**src/rtl/zc_period_meter_if.sv**
```systemverilog
// Sample-stream and measurement bundle for zc_period_meter.
// The master drives the filtered sample stream; the slave (meter) returns results.
interface zc_period_meter_if #(
  parameter int DATA_W = 32,
  parameter int CNT_W  = 16
);
  logic                     in_valid;
  logic signed [DATA_W-1:0] x;
  logic                     flag;
  logic        [CNT_W-1:0]  period;
  logic                     period_valid;
  logic        [CNT_W-1:0]  period_avg;
  logic                     avg_valid;
  logic                     locked;
  logic                     overflow;

  modport master (
    output in_valid, x,
    input  flag, period, period_valid, period_avg, avg_valid, locked, overflow
  );

  modport slave (
    input  in_valid, x,
    output flag, period, period_valid, period_avg, avg_valid, locked, overflow
  );
endinterface

```
**src/rtl/zc_period_meter.sv**
```systemverilog
// Zero-crossing period meter: rising-crossing detector with hysteresis and
// glitch hold-off, instantaneous period, block-averaged period, lock and
// sticky counter-timeout indication. Only valid samples advance the state.
module zc_period_meter #(
  parameter int DATA_W     = 32,
  parameter int CNT_W      = 16,
  parameter int HYST       = 0,
  parameter int MIN_PERIOD = 2,
  parameter int AVG_LOG2   = 2
) (
  input  logic            clk,
  input  logic            reset,
  zc_period_meter_if.slave bus
);

  localparam logic [1:0] S_SEEK  = 2'd0;
  localparam logic [1:0] S_ARMED = 2'd1;
  localparam logic [1:0] S_HIGH  = 2'd2;

  localparam int ACC_W = CNT_W + AVG_LOG2;
  localparam int IDX_W = (AVG_LOG2 > 0) ? AVG_LOG2 : 1;

  localparam logic signed [DATA_W-1:0] HYST_P   = DATA_W'(HYST);
  localparam logic signed [DATA_W-1:0] HYST_N   = -HYST_P;
  localparam logic        [CNT_W-1:0]  CNT_MAX  = {{(CNT_W-1){1'b1}}, 1'b0};
  localparam logic        [CNT_W:0]    MIN_P    = (CNT_W+1)'(MIN_PERIOD);
  localparam logic        [IDX_W-1:0]  IDX_LAST = IDX_W'((1 << AVG_LOG2) - 1);

  logic [1:0]       state;
  logic [CNT_W-1:0] cnt;
  logic             first;
  logic [ACC_W-1:0] acc;
  logic [IDX_W-1:0] idx;
  logic [ACC_W-1:0] blk_sum;
  logic             blk_done;

  logic             flag_r;
  logic [CNT_W-1:0] period_r;
  logic             period_valid_r;
  logic [CNT_W-1:0] period_avg_r;
  logic             avg_valid_r;
  logic             locked_r;
  logic             overflow_r;

  logic             x_hi;
  logic             x_lo;
  logic [CNT_W:0]   cnt_ext;
  logic [CNT_W-1:0] cnt_nx;
  logic             accept;
  logic             measure;
  logic             timeout;
  logic [ACC_W-1:0] sum_nx;

  assign x_hi    = bus.x >= HYST_P;
  assign x_lo    = bus.x <  HYST_N;
  // cnt never exceeds CNT_MAX, so cnt+1 always fits in CNT_W bits
  assign cnt_ext = {1'b0, cnt} + (CNT_W+1)'(1);
  assign cnt_nx  = cnt_ext[CNT_W-1:0];
  assign accept  = bus.in_valid && (state == S_ARMED) && x_hi && (first || (cnt_ext >= MIN_P));
  assign measure = accept && !first;
  // a crossing on the same sample takes priority over the timeout
  assign timeout = bus.in_valid && !accept && (cnt == CNT_MAX);
  assign sum_nx  = acc + ACC_W'(cnt_nx);

  // Crossing FSM and sample counter, advanced only on valid samples
  always_ff @(posedge clk or negedge reset) begin
    if (!reset) begin
      state <= S_SEEK;
      cnt   <= '0;
      first <= 1'b1;
    end else if (bus.in_valid) begin
      if (timeout) begin
        state <= S_SEEK;
        cnt   <= '0;
        first <= 1'b1;
      end else begin
        case (state)
          S_SEEK:  if (x_lo) state <= S_ARMED;
          S_ARMED: if (x_hi) state <= S_HIGH;
          S_HIGH:  if (x_lo) state <= S_ARMED;
          default: state <= S_SEEK;
        endcase
        if (accept) begin
          cnt   <= '0;
          first <= 1'b0;
        end else if (state != S_SEEK) begin
          cnt <= cnt_nx;
        end
      end
    end
  end

  // Per-crossing outputs: flag pulse and instantaneous period
  always_ff @(posedge clk or negedge reset) begin
    if (!reset) begin
      flag_r         <= 1'b0;
      period_valid_r <= 1'b0;
      period_r       <= '0;
    end else begin
      flag_r         <= accept;
      period_valid_r <= measure;
      if (measure) period_r <= cnt_nx;
    end
  end

  // Block accumulator; a completed block is handed to the output stage
  always_ff @(posedge clk or negedge reset) begin
    if (!reset) begin
      acc      <= '0;
      idx      <= '0;
      blk_sum  <= '0;
      blk_done <= 1'b0;
    end else begin
      blk_done <= 1'b0;
      if (timeout) begin
        acc <= '0;
        idx <= '0;
      end else if (measure) begin
        if (idx == IDX_LAST) begin
          blk_sum  <= sum_nx;
          blk_done <= 1'b1;
          acc      <= '0;
          idx      <= '0;
        end else begin
          acc <= sum_nx;
          idx <= idx + IDX_W'(1);
        end
      end
    end
  end

  // Average, lock and sticky overflow outputs (one stage behind the period)
  always_ff @(posedge clk or negedge reset) begin
    if (!reset) begin
      period_avg_r <= '0;
      avg_valid_r  <= 1'b0;
      locked_r     <= 1'b0;
      overflow_r   <= 1'b0;
    end else begin
      avg_valid_r <= blk_done;
      if (blk_done) begin
        period_avg_r <= CNT_W'(blk_sum >> AVG_LOG2);
        locked_r     <= 1'b1;
      end
      if (timeout) begin
        locked_r   <= 1'b0;
        overflow_r <= 1'b1;
      end
    end
  end

  assign bus.flag         = flag_r;
  assign bus.period       = period_r;
  assign bus.period_valid = period_valid_r;
  assign bus.period_avg   = period_avg_r;
  assign bus.avg_valid    = avg_valid_r;
  assign bus.locked       = locked_r;
  assign bus.overflow     = overflow_r;

endmodule
```
**src/flat_wrapper.sv**
```systemverilog
// flat-port wrapper written by rule: the top's interface ports become plain ports
module zc_period_meter_flat 
#(
  parameter int DATA_W     = 32,
  parameter int CNT_W      = 16,
  parameter int HYST       = 0,
  parameter int MIN_PERIOD = 2,
  parameter int AVG_LOG2   = 2
)
  (clk, reset, bus_in_valid, bus_x, bus_flag, bus_period, bus_period_valid, bus_period_avg, bus_avg_valid, bus_locked, bus_overflow);
  zc_period_meter_if #(.DATA_W(DATA_W), .CNT_W(CNT_W)) bus_i ();
  input  logic clk;
  input  logic reset;
  input wire logic [$bits(bus_i.in_valid)-1:0] bus_in_valid;
  input wire logic [$bits(bus_i.x)-1:0] bus_x;
  output wire logic [$bits(bus_i.flag)-1:0] bus_flag;
  output wire logic [$bits(bus_i.period)-1:0] bus_period;
  output wire logic [$bits(bus_i.period_valid)-1:0] bus_period_valid;
  output wire logic [$bits(bus_i.period_avg)-1:0] bus_period_avg;
  output wire logic [$bits(bus_i.avg_valid)-1:0] bus_avg_valid;
  output wire logic [$bits(bus_i.locked)-1:0] bus_locked;
  output wire logic [$bits(bus_i.overflow)-1:0] bus_overflow;
  assign bus_i.in_valid = bus_in_valid;
  assign bus_i.x = bus_x;
  assign bus_flag = bus_i.flag;
  assign bus_period = bus_i.period;
  assign bus_period_valid = bus_i.period_valid;
  assign bus_period_avg = bus_i.period_avg;
  assign bus_avg_valid = bus_i.avg_valid;
  assign bus_locked = bus_i.locked;
  assign bus_overflow = bus_i.overflow;
  zc_period_meter #(.DATA_W(DATA_W), .CNT_W(CNT_W), .HYST(HYST), .MIN_PERIOD(MIN_PERIOD), .AVG_LOG2(AVG_LOG2)) u_core (.clk(clk), .reset(reset), .bus(bus_i));
endmodule
```
**config.mk**
```make
export PLATFORM = sky130hd
export DESIGN_NAME = zc_period_meter_flat
export DESIGN_NICKNAME = d
export VERILOG_FILES = /design/src/rtl/zc_period_meter_if.sv /design/src/rtl/zc_period_meter.sv /design/src/flat_wrapper.sv
export SDC_FILE = /design/constraint.sdc
export NUM_CORES = 1
export LEC_CHECK = 0
export ABC_AREA = 1
export CAP_MARGIN = 25
export CORE_MARGIN = 2
export CORE_UTILIZATION = 33
export DETAILED_ROUTE_END_ITERATION = 8
export PLACE_DENSITY = 0.56
export SLEW_MARGIN = 10
export SYNTH_ARGS = -nofsm -noshare
export SYNTH_HDL_FRONTEND = slang
export SYNTH_SLANG_ARGS = --single-unit
```
**constraint.sdc**
```tcl
create_clock -name clk -period 4.57 [get_ports clk]
set_input_delay 0.6855 -clock clk [delete_from_list [all_inputs] [get_ports clk]]
set_output_delay 0.6855 -clock clk [all_outputs]
set_load 0.01 [all_outputs]
```
Word-level counts from Yosys, hierarchy flattened
Cells that the tools add are included.

operators by class
  muxes and demuxes = 20
  shifts and indexed selects = 0
  bitwise operators = 1
  reductions and logical operators = 20
  magnitude comparators = 3
  divide/modulo/power cells = 0
  equality and inequality tests = 6
  add/subtract/negate cells = 3
  multiply operators = 0

operators with widths
  kind                     number
  $mux W18                 3
  $mux W16                 3
  $ge A32 B1 Y1 const B    1
  $lt A32 B1 Y1 const B    1
  $add A18 B16 Y18         1
  $add A16 B1 Y17 const B  1
  $ge A17 B2 Y1 const B    1
  $eq A16 B16 Y1 const B   1
  $mux W2                  6
  $reduce_bool A2 Y1       4
  $mux W1                  7
  $logic_and A1 B1 Y1      6
  $ne A3 B1 Y1 const B     2
  $reduce_and A3 Y1        2
  $eq A2 B2 Y1 const B     2
  $pmux W2 S2              1
  $reduce_and A2 Y1        2
  $reduce_bool A3 Y1       1
  $add A2 B1 Y2 const B    1
  $eq A2 B1 Y1 const B     1
  $logic_not A1 Y1         2
  $logic_not A2 Y1         1
  $reduce_or A2 Y1         1
  $logic_or A1 B1 Y1       1
  $not A1 Y1               1

storage, ports and cells
  memories kept = 0
  bits in read-only memories = 0
  memory bits (writable) = 0
  input bits = 35
  output and inout port bits = 37
  word-level logic and storage cells = 67
  bits in registers = 95
  latch bits = 0

Logic depth before layout (Yosys ltp)
Gate-level depths: netlist of run 1.

  depth in word-level cells = 9
  mapped depth = 19
  gate-level depth less buffers = 19

Least setup slack after synthesis of run 1
No wires, ideal clock.

  path kind = flip-flop to flip-flop
  from = reg u_core.cnt[0]
  to = reg u_core.acc[13]
  slack = 1865 ps
  setup time = 126 ps
  arrival time = 2579 ps
  period minus slack after synthesis = 2705 ps
  stages on the path, launching flop included = 19
  path buffers = 0
  required time = 4444 ps
  cells stage by stage = dfrtp_1 ha_1 inv_1 nor2_2 nand2_1 nand2_1 inv_1 ha_1 nand2_1 o21ai_0 o21ai_0 o21ai_0 nand3_1 nand2_1 nand2_1 nand3b_1 nand2_1 nand2_1 o21ai_0

between the ends
  cells in the longest elaborated chain, start to end = 8
  elaborated cells between the ends (all ways) = 14
  those cells by class = 2 x add/sub; 1 x order compare; 1 x eq/ne; 3 x mux; 7 x reduce/logical

RTL lines
  item                                                   line                    RTL
  start: declaration                                     zc_period_meter.sv:30   logic [CNT_W-1:0] cnt;
  start signal: assignment                               zc_period_meter.sv:87   cnt <= cnt_nx;
  $add A16 B1 Y17 (*)                                    zc_period_meter.sv:57   assign cnt_ext = {1'b0, cnt} + (CNT_W+1)'(1);
  named net u_core.cnt_ext[4]                            zc_period_meter.sv:47   logic [CNT_W:0] cnt_ext;
  $ge A17 B2 Y1                                          zc_period_meter.sv:59   assign accept = bus.in_valid && (state == S_ARMED) && x_hi && (first || (cnt_ext >= MIN_P));
  $logic_or A1 B1 Y1                                     zc_period_meter.sv:59
  $logic_and A1 B1 Y1                                    zc_period_meter.sv:59
  $logic_not A1 Y1                                       zc_period_meter.sv:62   assign timeout = bus.in_valid && !accept && (cnt == CNT_MAX);
  $logic_and A1 B1 Y1 (2 in series)                      zc_period_meter.sv:62
  $mux W18 / $reduce_bool A2 Y1 (equally long branches)  --
  end signal: assignment                                 zc_period_meter.sv:125  acc <= sum_nx;
  end: declaration                                       zc_period_meter.sv:32   logic [ACC_W-1:0] acc;

Mark *: on every way through the listed nets, which the timed path passes. The rest lies on a longest branch. The select of a mux whose other input is x is not followed.
A chain may end at the register's enable or synchronous reset.

Worst setup path in the final report of run 1
Same ends and word-level chain as after synthesis.

==> flow_summary.yaml, run 1 <==
clocking:
  numCtsBuffers: 9
  clock_sinks: 93
  hold_buffers: 0
  clock_path_buffers: 2
  cts_tree: "yes"
  clk_pin_slew_ps: 70
  cts_max_level: 3
  post_cts_buffers: 0
  clockRootBuffer: "clkbuf_16"
  clock_latency_ps: 350
  cts_repair_resize_count: 0
yosys:
  synth-seq-cells: 93
  synth-edff-count: 0
  synth_area_mm2: 0.00499
  syn-num-nets: 701
  yosysSeqAreaShare: 0.466
  synthFlopType: "dfrtp_1"
  netlist_instances: 648
  async_flop_share: 1.00
  ys_warn_count: 0
  avgSynthCellArea_um2: 7.70
  synth.distinct_cells: 36
final_layout:
  layout.cells.most_common: "nand2_1"
  final_cell_mix: "nand2_1 (274), dfrtp_1 (92), inv_1 (45), clkdlybuf4s50_1 (39), nor2_1 (37)"
  layout.nets: 737
  layout-drive-gt1-share: 0.0683
  areaGrowthSynthToFinish_pct: 17.1
  multi_input_area_mm2: 0.00236
  fillers: 1513
  postLayoutCoreUtil: 0.399
  regArea_mm2: 0.00233
  antennaDiodeCount: 0
timing:
  drv_slew: 0
  slew_headroom: 0.483
  finalHoldViolCount: 0
  fin_tns_setup_ps: 0
  clock_skew_ps: 7.85
  rsz0062_at_grt: "no"
  fmax_mhz: 297
  worst_pin_slew_ps: 776
  whs_ps: 413
  setup-violations-final: 0
  post-route-min-period_ps: 3360
  min_period_over_period: 0.736
worst_setup_path:
  crit_path_end_kind: "flop"
  required_ps: 4810
  critPathLaunchType: "flop"
  cp.arrival_ps: 3600
  setup.worst_path.class: "reg -> reg"
  crit_fanout: 7
placed_design:
  io_buffer_count: 40
  routabilityCongestion: 0.901
  dp_hpwl_mm: 8.95
die:
  core_area_mm2: 0.0146
  num_rows: 44
  die_h_um: 127
  dieArea_mm2: 0.0161
  die_w_um: 127
  io_pins: 72
  start_util: 0.341
detailed_routing:
  finalWirelength_mm: 12.0
  drc_errors: 0
  first_iter_violations: 257
  via_count: 4155
  dr.pass1.iters: 5
  ant_nets: 0
  wl_per_cell_um: 13.8
  via_per_inst: 4.76
job:
  drv_cap: 0
power_and_ir_drop:
  irDropWorstVdd_mv: 0.198
  power_density_mw_per_mm2: 411
  p_leak_nw: 2.90
global_route:
  antenna_found_initial: 0
  overflow: 0
  track_usage: 0.160
  grt_pass1_vias: 4203
  grt_pass1_wl_mm: 20.5
  grt_max_degree: 60
hold_path:
  hold_path.class: "in -> async"
run_status:
  status: "finished clean"
[path summary, 6_finish.rpt]
kind	cells after the start	from	slack, ps	to
worst min register to register	1	u_core.bus.overflow	470	u_core.bus.overflow
min in group clk	1	u_core.bus.overflow	470	u_core.bus.overflow
worst min-delay path	1	reset	410	u_core.bus.period[13]
worst max register to register	18	u_core.cnt[0]	1210	u_core.acc[13]
max in group asynchronous	2	reset	3200	u_core.acc[15]
worst max-delay path	18	u_core.cnt[0]	1210	u_core.acc[13]
[layout make-up]
type,instances,area share
Clock buffer,11,0.0415
Clock inverter,4,0.0124
Inverter,52,0.0338
Multi-Input combinational cell,486,0.404
Sequential cell,93,0.398
Tap cell,184,0.0394
Timing Repair Buffer,42,0.0706
[cells in the mapped netlist, types with 2 or more instances]
library cell / number / area (µm²)
nand4_1: 8 / 50.1
inv_2: 5 / 18.8
a31oi_1: 2 / 12.5
nor2_4: 5 / 56.3
xnor2_1: 5 / 43.8
o21bai_1: 2 / 15.0
nand2_1: 274 / 1030
nor2_2: 3 / 18.8
a21oi_1: 9 / 45.0
o21ai_1: 25 / 125
nand3b_1: 5 / 37.5
nor4_1: 2 / 12.5
o21a_1: 3 / 22.5
ha_1: 17 / 213
buf_4: 5 / 37.5
clkbuf_1: 3 / 11.3
inv_1: 45 / 169
buf_6: 2 / 22.5
nor2_1: 37 / 139
nand3_1: 31 / 155
nand3_2: 3 / 30.0
o21ai_0: 28 / 140
buf_2: 7 / 35.0
nand2_2: 8 / 50.1
dfrtp_1: 92 / 2300
xor2_1: 10 / 87.6
nor3_1: 3 / 15.0
[where the power goes]
part	internal [mW]	switching, mW
clock	0.491	0.322
sequential	0.918	0.0805
combinational	0.219	0.373
total	1.63	0.775
[per-stage QoR]
step / std cells / cell area, µm² / total power, mW / setup WS (ps)
after floorplan: 648 / 4990 / 1.43 / 1870
after global placement: 857 / 5530 / 1.59 / 1290
after detailed placement: 857 / 5530 / 1.61 / 1250
after CTS: 872 / 5840 / 2.43 / 1230
after global routing: 872 / 5840 / 2.55 / 914
final: 872 / 5840 / 2.40 / 1210
[kinds of logic after synthesis]
group           Yosys count  share of synthesized area
fa+ha+maj                18                     0.0466
simple gates            382                      0.325
flops                    93                      0.466
xor+xnor                 15                     0.0263
compound gates           71                     0.0752
buf+inv                  69                     0.0609
[registers in the layout, indices dropped and copies added, names as in the netlist]
signal	count
u_core.acc	18
u_core.bus.period	16
u_core.bus.overflow	1
u_core.bus.locked	1
u_core.bus.period_avg	16
u_core.bus.flag	1
u_core.blk_done	1
u_core.state	2
u_core.idx	2
u_core.bus.period_valid	1
u_core.first	1
u_core.bus.avg_valid	1
u_core.cnt	16
u_core.blk_sum	16
[critical path: stages, from the launching register on]
cell      delay, ps
dfrtp_1         470
ha_1            250
inv_1            60
nor2_2          200
nand2_1          70
nand2_1         120
inv_1           100
ha_1            360
nand2_1          80
o21ai_0         240
o21ai_0         110
o21ai_0         440
nand3_1         130
nand2_1         170
nand2_1         100
nand3b_1        100
nand2_1         100
nand2_1          60
o21ai_0          70
[per-layer routing]
metal	global-route usage	vias to the layer above	part of all wire
met5	0	-	0
met4	0.0730	0	0.022
met3	0.0281	18	0.032
met2	0.261	65	0.46
met1	0.208	1938	0.48
li1	-	2134	-
Note: power is estimated with default switching activity, not from simulation.
==> run 2, diff against run 1 <==
--- a/config.mk
+++ b/config.mk
@@ -10,7 +10,7 @@
 export CORE_MARGIN = 2
 export CORE_UTILIZATION = 33
 export DETAILED_ROUTE_END_ITERATION = 8
-export PLACE_DENSITY = 0.56
+export PLACE_DENSITY = 0.58
 export SLEW_MARGIN = 10
 export SYNTH_ARGS = -nofsm -noshare
 export SYNTH_HDL_FRONTEND = slang
==> constraint.sdc (replaced) <==
create_clock -name clk -period 2.8 [get_ports clk]
set_input_delay 0.42 -clock clk [delete_from_list [all_inputs] [get_ports clk]]
set_output_delay 0.42 -clock clk [all_outputs]
set_load 0.01 [all_outputs]
==> flow_summary.yaml, run 2 (same netlist as run 1, synthesis figures left out) <==
timing:
  whs_ps: 71.2
  fmax_mhz: 383
  worst_pin_slew_ps: 620
  finalHoldViolCount: 0
  rsz0062_at_grt: "yes"
  slew_headroom: 0.587
  setup-violations-final: 0
  post-route-min-period_ps: 2610
  min_period_over_period: 0.932
  clock_skew_ps: 8.20
  drv_slew: 0
clocking:
  clock_latency_ps: 350
  cts_tree: "yes"
  hold_buffers: 0
  cts_max_level: 3
  clock_path_buffers: 2
  clk_pin_slew_ps: 70
  clockRootBuffer: "clkbuf_16"
  numCtsBuffers: 9
  clock_sinks: 93
placed_design:
  dp.cells: 889
  dp_hpwl_mm: 9.30
  postPlaceCellArea_mm2: 0.00581
  io_buffer_count: 40
  routabilityCongestion: 0.887
detailed_routing:
  ant_nets: 0
  via_per_inst: 4.81
  finalWirelength_mm: 12.4
  drc_errors: 0
  first_iter_violations: 329
  wl_per_cell_um: 13.6
  dr.pass1.iters: 4
  via_count: 4363
power_and_ir_drop:
  switching_power_mw: 1.35
  p_seq_frac: 0.406
  power_density_mw_per_mm2: 648
  irDropWorstVdd_mv: 0.365
  combinationalPowerShare: 0.306
  p_leak_nw: 3.06
  clkPwrFrac: 0.288
  sw_frac_of_total: 0.336
  power.internal_mw: 2.67
die:
  io_pins: 72
  die_w_um: 127
  start_util: 0.341
  dieArea_mm2: 0.0161
  core_area_mm2: 0.0146
  num_rows: 44
  die_h_um: 127
worst_setup_path:
  r2r_end: "u_core.acc[15]"
  path_common_cell: "nand2_1"
  rr_startpoint: "u_core.cnt[1]"
  critPathLaunchType: "flop"
  cp.arrival_ps: 2910
  crit_chain: "buf_4, nand3_2, inv_2, nand4_1, xnor2_1, buf_4, ha_1, nand2_1, o21a_1, nor3_1, nor2_1, nand2_1, nand2_1, nand2_1, nand2_1, nand2_1"
  crit_path_end_kind: "flop"
  setup.worst_path.class: "reg -> reg"
  ff2ff_path_depth: 16
  crit_fanout: 5
  r2r_setup_slack_ps: 190
  crit_slowest_cell: "dfrtp_1"
  startpoint: "u_core.cnt[1]"
  required_ps: 3100
  critPathMaxStageDelay_ps: 430
global_route:
  grt_max_degree: 49
  antenna_found_initial: 0
  overflow: 0
  grt_pass1_wl_mm: 20.7
  grt_pass1_vias: 4206
  track_usage: 0.163
run_status:
  status: "finished clean"
final_layout:
  fin_area_mm2: 0.00620
  areaGrowthSynthToFinish_pct: 24.2
  finalNonFillerCells: 907
  layout.cells.most_common: "nand2_1"
  antennaDiodeCount: 0
  layout-drive-gt1-share: 0.133
  top_register: "u_core.acc"
  largest_reg_flops: 18
  final_cell_mix: "nand2_1 (273), dfrtp_1 (90), inv_1 (45), clkdlybuf4s50_1 (39), nor2_1 (36)"
  postLayoutCoreUtil: 0.423
  layout.nets: 771
hold_path:
  hold_path.class: "in -> async"
job:
  drv_cap: 0
-- run 2: cell types whose count changed in the layout (fill, tap and decap cells not counted), sizes merged --
cell      change
clkinvlp      +2
buf          +34
clkinv        +1
bufinv        -2
-- run 2: metal layers --
metal | track usage | vias up | part of all wire | routed length, µm
li1 | - | 2213 | - | -
met1 | 0.221 | 2051 | 0.48 | 5900
met2 | 0.257 | 80 | 0.47 | 5770
met3 | 0.0209 | 19 | 0.034 | 415
met4 | 0.0840 | 0 | 0.023 | 286
met5 | 0 | - | 0 | 0
-- run 2: what timing repair did --
item,CTS,global route
gates resized for setup,1,23
pin swaps,0,2
buffers inserted,0,2
endpoints found under the setup margin,1,49
-- run 2: worst max-delay path by stage --
| stage | slack, ps | cells past startpoint | endpoint |
|---|---|---|---|
| after floorplan | 100 | 18 | u_core.acc[13] |
| after global placement | 40 | 17 | u_core.acc[13] |
| after detailed placement | 20 | 17 | u_core.acc[13] |
| after CTS | 50 | 17 | u_core.acc[15] |
| after global routing | -10 | 19 | u_core.acc[13] |
| final | 190 | 16 | u_core.acc[15] |
-- run 2: metrics by stage --
| step | setup TNS, ps | setup WS (ps) | power, mW |
|---|---|---|---|
| CTS | 0 | 47.5 | 3.98 |
| global placement | 0 | 37.4 | 2.76 |
| detailed placement | 0 | 23.7 | 2.81 |
| floorplan | 0 | 95.2 | 2.34 |
| finish | 0 | 190 | 4.02 |
| global route | -26.3 | -13.7 | 4.28 |
-- run 2: power groups by stage --
stage / sequential [mW] / combinational (mW) / clock (mW)
global placement: 1.63 / 1.13 / 0
global route: 1.65 / 1.39 / 1.24
CTS: 1.62 / 1.17 / 1.19
detailed placement: 1.64 / 1.17 / 0
floorplan: 1.62 / 0.717 / 0
finish: 1.63 / 1.23 / 1.16
-- run 2: layout make-up --
type	instances	area [µm²]
clock inverter	5	36.3
sequential	93	2330
clock buffer	11	243
tap	184	230
inverter	52	203
fill	1468	8440
timing repair buffer	76	718
multi-input combinational	486	2440
-- run 2: worst max-delay path, delay by kind of cell, from the launching register on --
| family | cells | cell delay (ps) |
|---|---|---|
| compound gates | 1 | 220 |
| fa+ha+maj | 1 | 370 |
| xor+xnor | 1 | 170 |
| buf+inv | 3 | 450 |
| flops | 1 | 430 |
| simple gates | 10 | 920 |
